<file path="src/rtl/mul_pkg.sv">
// Shared types and tile geometry for the digit-serial multiplier sequencer.
package mul_pkg;

    typedef enum logic [1:0] {
        IDLE = 2'd0,
        RUN  = 2'd1,
        DONE = 2'd2
    } state_t;

    localparam int TILE_A_W = 2;
    localparam int TILE_B_W = 3;
    localparam int TILE_P_W = 5;

endpackage : mul_pkg

</file>
<file path="src/rtl/mul_digit_counter.sv">
// Digit-pair walker: j (B digit) is the inner index and i (A digit) the outer one.
// A skipped row advances i directly. o_last marks the final step of a product.
module mul_digit_counter #(
    parameter int NA = 4,
    parameter int NB = 3,
    parameter int IW = 2,
    parameter int JW = 2
) (
    input  logic          clk,
    input  logic          rst_n,
    input  logic          i_start,
    input  logic          i_step,
    input  logic          i_skip,
    output logic [IW-1:0] o_i,
    output logic [JW-1:0] o_j,
    output logic          o_last
);

    logic [IW-1:0] r_i;
    logic [JW-1:0] r_j;
    logic          w_row_end;

    // A row ends on its last B digit, or right away when the row is skipped.
    assign w_row_end = i_skip || (r_j == JW'(NB - 1));
    assign o_last    = (r_i == IW'(NA - 1)) && w_row_end;
    assign o_i       = r_i;
    assign o_j       = r_j;

    // Advance j every step; wrap it at the row end and move to the next row.
    always_ff @(posedge clk or negedge rst_n) begin
        if (!rst_n) begin
            r_i <= '0;
            r_j <= '0;
        end else if (i_start) begin
            r_i <= '0;
            r_j <= '0;
        end else if (i_step) begin
            if (w_row_end) begin
                r_j <= '0;
                r_i <= (r_i == IW'(NA - 1)) ? '0 : r_i + IW'(1);
            end else begin
                r_j <= r_j + JW'(1);
            end
        end
    end

endmodule : mul_digit_counter

</file>
<file path="src/rtl/mul_tile_sequencer.sv">
// Computes A*B by feeding 2-bit A digits and 3-bit B digits to one external
// 2x3 tile multiplier, one digit pair per cycle, and accumulating the shifted
// tile products. Rows whose A digit is zero can be skipped in a single cycle.
module mul_tile_sequencer
    import mul_pkg::*;
#(
    parameter int A_W       = 8,
    parameter int B_W       = 9,
    parameter bit SKIP_ZERO = 1'b1
) (
    input  logic                clk,
    input  logic                rst_n,
    input  logic                in_valid,
    output logic                in_ready,
    input  logic [A_W-1:0]      in_a,
    input  logic [B_W-1:0]      in_b,
    output logic [TILE_A_W-1:0] tile_a,
    output logic [TILE_B_W-1:0] tile_b,
    input  logic [TILE_P_W-1:0] tile_p,
    output logic                out_valid,
    input  logic                out_ready,
    output logic [A_W+B_W-1:0]  out_p,
    output logic                busy
);

    localparam int NA   = A_W / TILE_A_W;
    localparam int NB   = B_W / TILE_B_W;
    localparam int P_W  = A_W + B_W;
    localparam int IW   = (NA > 1) ? $clog2(NA) : 1;
    localparam int JW   = (NB > 1) ? $clog2(NB) : 1;
    // Largest shift is P_W-5, so $clog2(P_W) bits always hold it.
    localparam int SH_W = $clog2(P_W);

    // Operand widths must split evenly into tile digits.
    generate
        if ((A_W % TILE_A_W) != 0 || A_W < TILE_A_W) begin : g_bad_a_w
            $error("mul_tile_sequencer: A_W must be a positive multiple of 2");
        end
        if ((B_W % TILE_B_W) != 0 || B_W < TILE_B_W) begin : g_bad_b_w
            $error("mul_tile_sequencer: B_W must be a positive multiple of 3");
        end
    endgenerate

    state_t              r_state;
    state_t              w_state_next;
    logic [A_W-1:0]      r_a;
    logic [B_W-1:0]      r_b;
    logic [P_W-1:0]      r_acc;

    logic [IW-1:0]       w_i;
    logic [JW-1:0]       w_j;
    logic                w_last;
    logic                w_capture;
    logic                w_step;
    logic                w_acc_en;
    logic                w_skip;
    logic [TILE_A_W-1:0] w_a_cur;
    logic [TILE_B_W-1:0] w_b_cur;
    logic [SH_W-1:0]     w_shamt;
    logic [P_W-1:0]      w_term;

    logic [TILE_A_W-1:0] w_a_dig [NA];
    logic [TILE_B_W-1:0] w_b_dig [NB];

    // Slice the held operands into digit arrays for the muxes.
    genvar gi;
    generate
        for (gi = 0; gi < NA; gi++) begin : g_a_dig
            assign w_a_dig[gi] = r_a[gi*TILE_A_W +: TILE_A_W];
        end
        for (gi = 0; gi < NB; gi++) begin : g_b_dig
            assign w_b_dig[gi] = r_b[gi*TILE_B_W +: TILE_B_W];
        end
    endgenerate

    assign w_a_cur = w_a_dig[w_i];
    assign w_b_cur = w_b_dig[w_j];
    // Skip decision is only taken at the start of a row (j == 0).
    assign w_skip  = SKIP_ZERO && (w_a_cur == '0) && (w_j == '0);
    assign w_shamt = SH_W'(TILE_A_W * w_i) + SH_W'(TILE_B_W * w_j);
    assign w_term  = P_W'(tile_p) << w_shamt;
    assign out_p   = r_acc;

    mul_digit_counter #(
        .NA (NA),
        .NB (NB),
        .IW (IW),
        .JW (JW)
    ) u_cnt (
        .clk     (clk),
        .rst_n   (rst_n),
        .i_start (w_capture),
        .i_step  (w_step),
        .i_skip  (w_skip),
        .o_i     (w_i),
        .o_j     (w_j),
        .o_last  (w_last)
    );

    // State register.
    always_ff @(posedge clk or negedge rst_n) begin
        if (!rst_n) begin
            r_state <= IDLE;
        end else begin
            r_state <= w_state_next;
        end
    end

    // Next-state and handshake/tile outputs.
    always_comb begin
        w_state_next = r_state;
        in_ready     = 1'b0;
        out_valid    = 1'b0;
        busy         = 1'b1;
        tile_a       = '0;
        tile_b       = '0;
        w_capture    = 1'b0;
        w_step       = 1'b0;
        w_acc_en     = 1'b0;
        case (r_state)
            IDLE: begin
                in_ready = 1'b1;
                busy     = 1'b0;
                if (in_valid) begin
                    w_capture    = 1'b1;
                    w_state_next = RUN;
                end
            end
            RUN: begin
                w_step = 1'b1;
                if (!w_skip) begin
                    tile_a   = w_a_cur;
                    tile_b   = w_b_cur;
                    w_acc_en = 1'b1;
                end
                if (w_last) begin
                    w_state_next = DONE;
                end
            end
            DONE: begin
                out_valid = 1'b1;
                if (out_ready) begin
                    w_state_next = IDLE;
                end
            end
            default: begin
                busy         = 1'b0;
                w_state_next = IDLE;
            end
        endcase
    end

    // Operand capture and accumulation of shifted tile products.
    always_ff @(posedge clk or negedge rst_n) begin
        if (!rst_n) begin
            r_a   <= '0;
            r_b   <= '0;
            r_acc <= '0;
        end else if (w_capture) begin
            r_a   <= in_a;
            r_b   <= in_b;
            r_acc <= '0;
        end else if (w_acc_en) begin
            r_acc <= r_acc + w_term;
        end
    end

endmodule : mul_tile_sequencer
</file>
<file path="config.mk">
export PLATFORM = sky130hd
export DESIGN_NAME = mul_tile_sequencer
export DESIGN_NICKNAME = d
export VERILOG_FILES = /design/src/rtl/mul_pkg.sv /design/src/rtl/mul_digit_counter.sv /design/src/rtl/mul_tile_sequencer.sv
export SDC_FILE = /design/constraint.sdc
export NUM_CORES = 1
export LEC_CHECK = 0
export CAP_MARGIN = 20
export CORE_ASPECT_RATIO = 1.2
export CORE_MARGIN = 10
export CORE_UTILIZATION = 40
export CTS_BUF_LIST = sky130_fd_sc_hd__clkbuf_8
export DETAILED_ROUTE_END_ITERATION = 12
export DONT_BUFFER_PORTS = 1
export PLACE_DENSITY = 0.68
export SETUP_SLACK_MARGIN = 0.4
export SLEW_MARGIN = 20
export SYNTH_ARGS = -nofsm -noshare
export SYNTH_HDL_FRONTEND = slang
export SYNTH_SLANG_ARGS = --single-unit
</file>
<file path="constraint.sdc">
create_clock -name clk -period 4.5 [get_ports clk]
set_clock_uncertainty 0.2 [all_clocks]
set_input_delay 0.45 -clock clk [delete_from_list [all_inputs] [get_ports clk]]
set_output_delay 0.45 -clock clk [all_outputs]
set_load 0.01 [all_outputs]
</file>
==> impl_metrics.yaml, run 1 <==
global_route:
  antenna_found_initial: 0
  grt_pass1_wl_um: 12100
  overflow: 0
  grt_pass1_vias: 2449
  grt_max_degree: 41
  grtUsageTotal_pct: 12.7
critical_path:
  crit_type: "flop to flop"
  cp_max_fo: 7
  crit_required_ps: 4530
  crit_arrival_ps: 3970
  end_kind: "flop"
  start_kind: "flop"
power:
  ir_drop_v: 0.000398
  p_total_mw: 2.58
  p_leak_nw: 1.57
  p_per_area_nw_per_um2: 790
final_layout:
  instances_no_fill: 452
  final_cell_mix: "nand2_1, dfrtp_1, nor2_1"
  antenna_cells: 0
  design_area_um2: 3270
  nFillCells: 729
  drive_gt1_share_pct: 15.2
  finalNetCount: 416
  layout_commonest_cell: "nand2_1"
  syn_to_final_growth_pct: 10.7
sta:
  period_share_pct: 87.7
  period_needed_ps: 3940
  tns_ps: 0
  tightest_slew_ps: 796
  hold_violations: 0
  rsz0062_at_grt: "no"
  maxSlewViolCount: 0
  setup_viol: 0
  slew_headroom_pct: 47.0
  max_clock_freq_mhz: 254
synth:
  synth-main-ff-cell: "dfrtp_1"
  yosysTopAreaCellShare_pct: 33.9
  syn-cell-area_um2: 2950
  netlist_top_cells_area: "dfrtp_1, nand2_1, ha_1, a21oi_1, nor2_1"
  yosysTopAreaCell: "dfrtp_1"
  synth.avg_cell_area_um2: 8.20
  synth_warnings: 0
  syn_inst: 360
  synth_edf_count: 0
  async_flop_share_pct: 100
  synth.yosys.seq_area_share_pct: 33.9
  yosys.cell_types.count: 49
  synth_fp_nets: 415
  synth_seq_cells: 40
detailed_routing:
  avgRoutedWirePerCell_um: 16.1
  drtIter0Drc: 143
  vias_per_cell: 5.44
  route.met2.wl_um: 3620
  highest_layer: "met4"
  drc: 0
  wl_met1_um: 2980
  antenna_left: 0
  via_count: 2460
  wirelength_um: 7300
  firstDrtPassIters: 4
  wl_met3_um: 630
clocking:
  clkLatencyLatePin_ps: 300
  cts.clk_slew.worst_paths_ps: 90
  cts.path.max_buffers: 2
  cts_sinks: 40
  cts_max_level: 2
  root_buffer: "clkbuf_8"
  cts_buffers: 5
  tritoncts: "done"
placement:
  portBuffers: 0
  placed_cells: 437
  routabilityCongestion: 0.899
  hpwl_um: 5500
  place_area_um2: 3020
die:
  rows: 34
  io_pins: 51
  core_um2: 7230
  start_util_pct: 40.8
  die_h_um: 114
  die_area_um2: 11200
  die_x_um: 98.4
min_path:
  worstHoldPathType: "input pin to flop"
outcome:
  outcome: "completed"
flow_run:
  cap_violations: 0
kinds of logic (layout without fill, tap and decap cells):
family	after synthesis	in the layout	synth area share, %
adders and majority gates	29	29	13.1
DFF	40	40	33.9
muxes	12	12	5.17
and+or+nand+nor	162	162	23.9
xor gates and xnor gates	13	13	3.86
buffers and inverters	30	32	4.58
AOI/OAI and AO/OA	74	74	15.5
per-layer routing:
| layer | up-vias | global-route usage [%] |
|---|---|---|
| met3 | 7 | 5.62 |
| li1 | 1223 | - |
| met4 | 0 | 2.39 |
| met5 | - | 0 |
| met2 | 68 | 21.8 |
| met1 | 1162 | 14.4 |
final timing paths:
| path | startpoint | to | slack (ps) | depth (start not counted) |
|---|---|---|---|---|
| max in group asynchronous | rst_n | u_cnt.o_i[0] | 3470 | 2 |
| worst min register to register | r_a[2] | r_a[2] | 280 | 2 |
| worst max-delay path | u_cnt.o_j[0] | out_p[16] | 560 | 13 |
| worst max register to register | u_cnt.o_j[0] | out_p[16] | 560 | 13 |
| worst min-delay path | in_b[1] | r_b[1] | 50 | 2 |
| min in group asynchronous | rst_n | out_p[7] | 400 | 2 |
registers in the layout (all words and copies together) (netlist names):
name / count
out_p: 17
r_a: 8
r_b: 9
r_state: 2
u_cnt.o_i: 2
u_cnt.o_j: 2
through the flow:
stage | util, % | worst slack [ps] | hold slack [ps]
after CTS | 43.4 | 418 | 42.8
after floorplan | - | 401 | -45.6
after global placement | 41.7 | 401 | -43.6
final | 45.2 | 556 | 46.8
after global routing | 45.2 | 379 | 45.7
after detailed placement | 41.7 | 325 | -43.8
cell usage after synthesis, drive strengths merged, types with 7 or more instances:
library cell and count:
nand2 95, o21ai 11, nor2 29, inv 12, nand3 7, ha 26, mux2i 7, a21oi 34
clkbuf 12, xnor2 8, dfrtp 40
final cells by class:
| cell class | instances | area [um^2] | area share [%] |
|---|---|---|---|
| clock buffers | 5 | 68.8 | 2.11 |
| clock inverters | 3 | 18.8 | 0.574 |
| inverters | 12 | 45.0 | 1.38 |
| multi-input cells | 290 | 1910 | 58.5 |
| flip-flops and latches | 40 | 1000 | 30.7 |
| well taps | 90 | 113 | 3.45 |
| repair buffers | 12 | 109 | 3.33 |
critical path: stages (launching register included):
cell and delay, ps:
dfrtp_1 360, inv_2 70, fa_2 410, fa_2 660, nor2_1 100, a21oi_2 170, nor3_2 60, ha_1 360
nand2_1 110, or4b_2 580, o22ai_1 200, xor2_1 110, or3_1 340, a21oi_2 130
power by group:
group	internal, mW	total [mW]	switching, mW
combinational	0.713	1.74	1.02
sequential	0.492	0.603	0.111
clock	0.108	0.243	0.134
timing repair:
item	CTS	global route
setup buffers	0	5
pin swaps	0	4
resized for setup	2	26
endpoints found under the hold margin	40	0
endpoints found under the setup margin	4	5
hold buffers	2	0
No activity file was read; power rests on OpenSTA's default activity.
==> inputs of run 2 (changes only) <==
- CAP_MARGIN: 20 -> not set
==> results of run 2 <==
Final layout, timing and power as in run 1 (identical DEF).
==> inputs of run 3 (changes only) <==
- CORE_MARGIN: 10 -> 2
==> run 3 against run 2 <==
Net effect: clock power is 26% higher; final cell count grew 0.22%; critical path depth unchanged; global-route usage is 4.9 points higher; critical endpoint unchanged; clock-buffer cell count did not move; hold slack better by 8.3 ps; core utilization fell by 0.098 points; routed wire length shrank 5.8%; fmax shrank 0.37%.
==> impl_metrics.yaml, run 3 (same netlist as run 1, synthesis figures left out) <==
clocking:
  cts_max_level: 2
  cts_buffers: 5
  tritoncts: "done"
  cts_sinks: 40
  cts.clk_slew.worst_paths_ps: 80
  clkLatencyLatePin_ps: 300
  cts.path.max_buffers: 2
  root_buffer: "clkbuf_8"
die:
  start_util_pct: 41.1
  io_pins: 51
  die_x_um: 82.4
  rows: 34
  die_h_um: 98.1
  die_area_um2: 8090
  core_um2: 7190
detailed_routing:
  avgRoutedWirePerCell_um: 15.2
  antenna_left: 0
  vias_per_cell: 5.36
  drtIter0Drc: 166
  wirelength_um: 6870
  drc: 0
  firstDrtPassIters: 4
  via_count: 2429
global_route:
  grt_pass1_wl_um: 11200
  grt_max_degree: 41
  antenna_found_initial: 0
  grt_pass1_vias: 2387
  overflow: 0
  grtUsageTotal_pct: 17.6
min_path:
  worstHoldPathType: "input pin to flop"
outcome:
  outcome: "completed"
power:
  p_per_area_nw_per_um2: 790
  p_total_mw: 2.56
  p_leak_nw: 1.58
  ir_drop_v: 0.000415
final_layout:
  largest_reg_flops: 17
  nFillCells: 714
  finalNetCount: 417
  syn_to_final_growth_pct: 9.79
  drive_gt1_share_pct: 12.9
  final_cell_mix: "nand2_1, dfrtp_1, a21oi_1"
  layout_commonest_cell: "nand2_1"
  antenna_cells: 0
critical_path:
  r2r_end: "out_p[16]"
  crit_path_end: "out_p[16]"
  crit_type: "flop to flop"
  slowest_delay_ps: 620
  start_kind: "flop"
  end_kind: "flop"
  r2r_start: "u_cnt.o_j[0]"
  crit_arrival_ps: 3980
  crit_start: "u_cnt.o_j[0]"
  crit_slowest_cell: "fa_2"
  r2r_slack_ps: 540
  cp_num_cells: 13
  crit_required_ps: 4520
  critPathBufInv: 2
  crit_chain: "inv_2 -> fa_2 -> fa_2 -> buf_6 -> a21oi_1 -> nor3_1 -> ha_1 -> nand2_2 -> or4b_2 -> o22ai_2 -> xor2_1 -> or3_1 -> a21oi_2"
  cp_top_family: "adder cells"
  cp_max_fo: 7
  r2r_cells: 13
  cpMostUsedCell: "fa_2"
placement:
  portBuffers: 0
  hpwl_um: 4900
  dp_slack_ps: 237
  routabilityCongestion: 0.862
sta:
  max_clock_freq_mhz: 253
  tns_ps: 0
  slew_headroom_pct: 43.3
  hold_violations: 0
  period_share_pct: 88.0
  tightest_slew_ps: 850
  whs_ps: 55.0
  rsz0062_at_grt: "no"
  maxSlewViolCount: 0
  setup_viol: 0
  period_needed_ps: 3960
  setup_slack_ps: 541
flow_run:
  cap_violations: 0
==> run 3: worst min path at each step <==
stage,start,endpoint,slack [ps],cells after the start
2_1_floorplan,rst_n,out_p[0],-50,0
3_5_place_dp,rst_n,out_p[5],-40,0
4_1_cts,in_b[4],r_b[4],50,2
3_3_place_gp,rst_n,out_p[5],-40,0
5_1_grt,in_a[0],r_a[0],40,2
6_report,in_b[4],r_b[4],60,2
==> run 3: final cells by class <==
type                            instances  area, um^2  area share (%)
Clock inverter                          3        42.5            1.31
Inverter                               12        45.0            1.39
Tap cell                               90         113            3.47
Sequential cell                        40        1000            30.9
Clock buffer                            5        68.8            2.12
Multi-Input combinational cell        290        1850            57.2
Timing Repair Buffer                   13         116            3.59
==> run 3: repair_timing <==
| action | CTS | global route |
|---|---|---|
| hold buffers | 2 | 0 |
| setup buffers | 0 | 7 |
| resized for setup | 3 | 12 |
| pin swaps | 0 | 3 |
| hold endpoints to repair | 40 | 0 |
| endpoints found under the setup margin | 5 | 7 |
==> run 3: per-stage QoR <==
| step | cell area (um^2) | instances | util, % |
|---|---|---|---|
| floorplan | 2980 | 360 | - |
| global placement | 3010 | 436 | 41.8 |
| detailed placement | 3010 | 436 | 41.9 |
| CTS | 3160 | 446 | 43.9 |
| global route | 3240 | 453 | 45.1 |
| finish | 3240 | 453 | 45.1 |
==> run 3: layer usage <==
metal | track usage [%] | part of all wire [%] | wire length [um]
met3 | 3.97 | 4.9 | 337
met5 | 0 | 0 | 0
met2 | 28.5 | 50 | 3430
met1 | 23.7 | 44 | 3060
met4 | 4.36 | 0.76 | 52
==> run 3: where the power goes <==
group	total, mW	internal, mW	switching [mW]
clock network	0.305	0.164	0.141
registers	0.603	0.492	0.110
logic	1.65	0.665	0.988
total	2.56	1.32	1.24
==> run 3: worst reg2reg max path, cell delays in order (launching register included) <==
cell and delay, ps:
dfrtp_1 370, inv_2 70, fa_2 400, fa_2 630, buf_6 140, a21oi_1 90, nor3_1 220, ha_1 320
nand2_2 100, or4b_2 600, o22ai_2 180, xor2_1 100, or3_1 330, a21oi_2 140
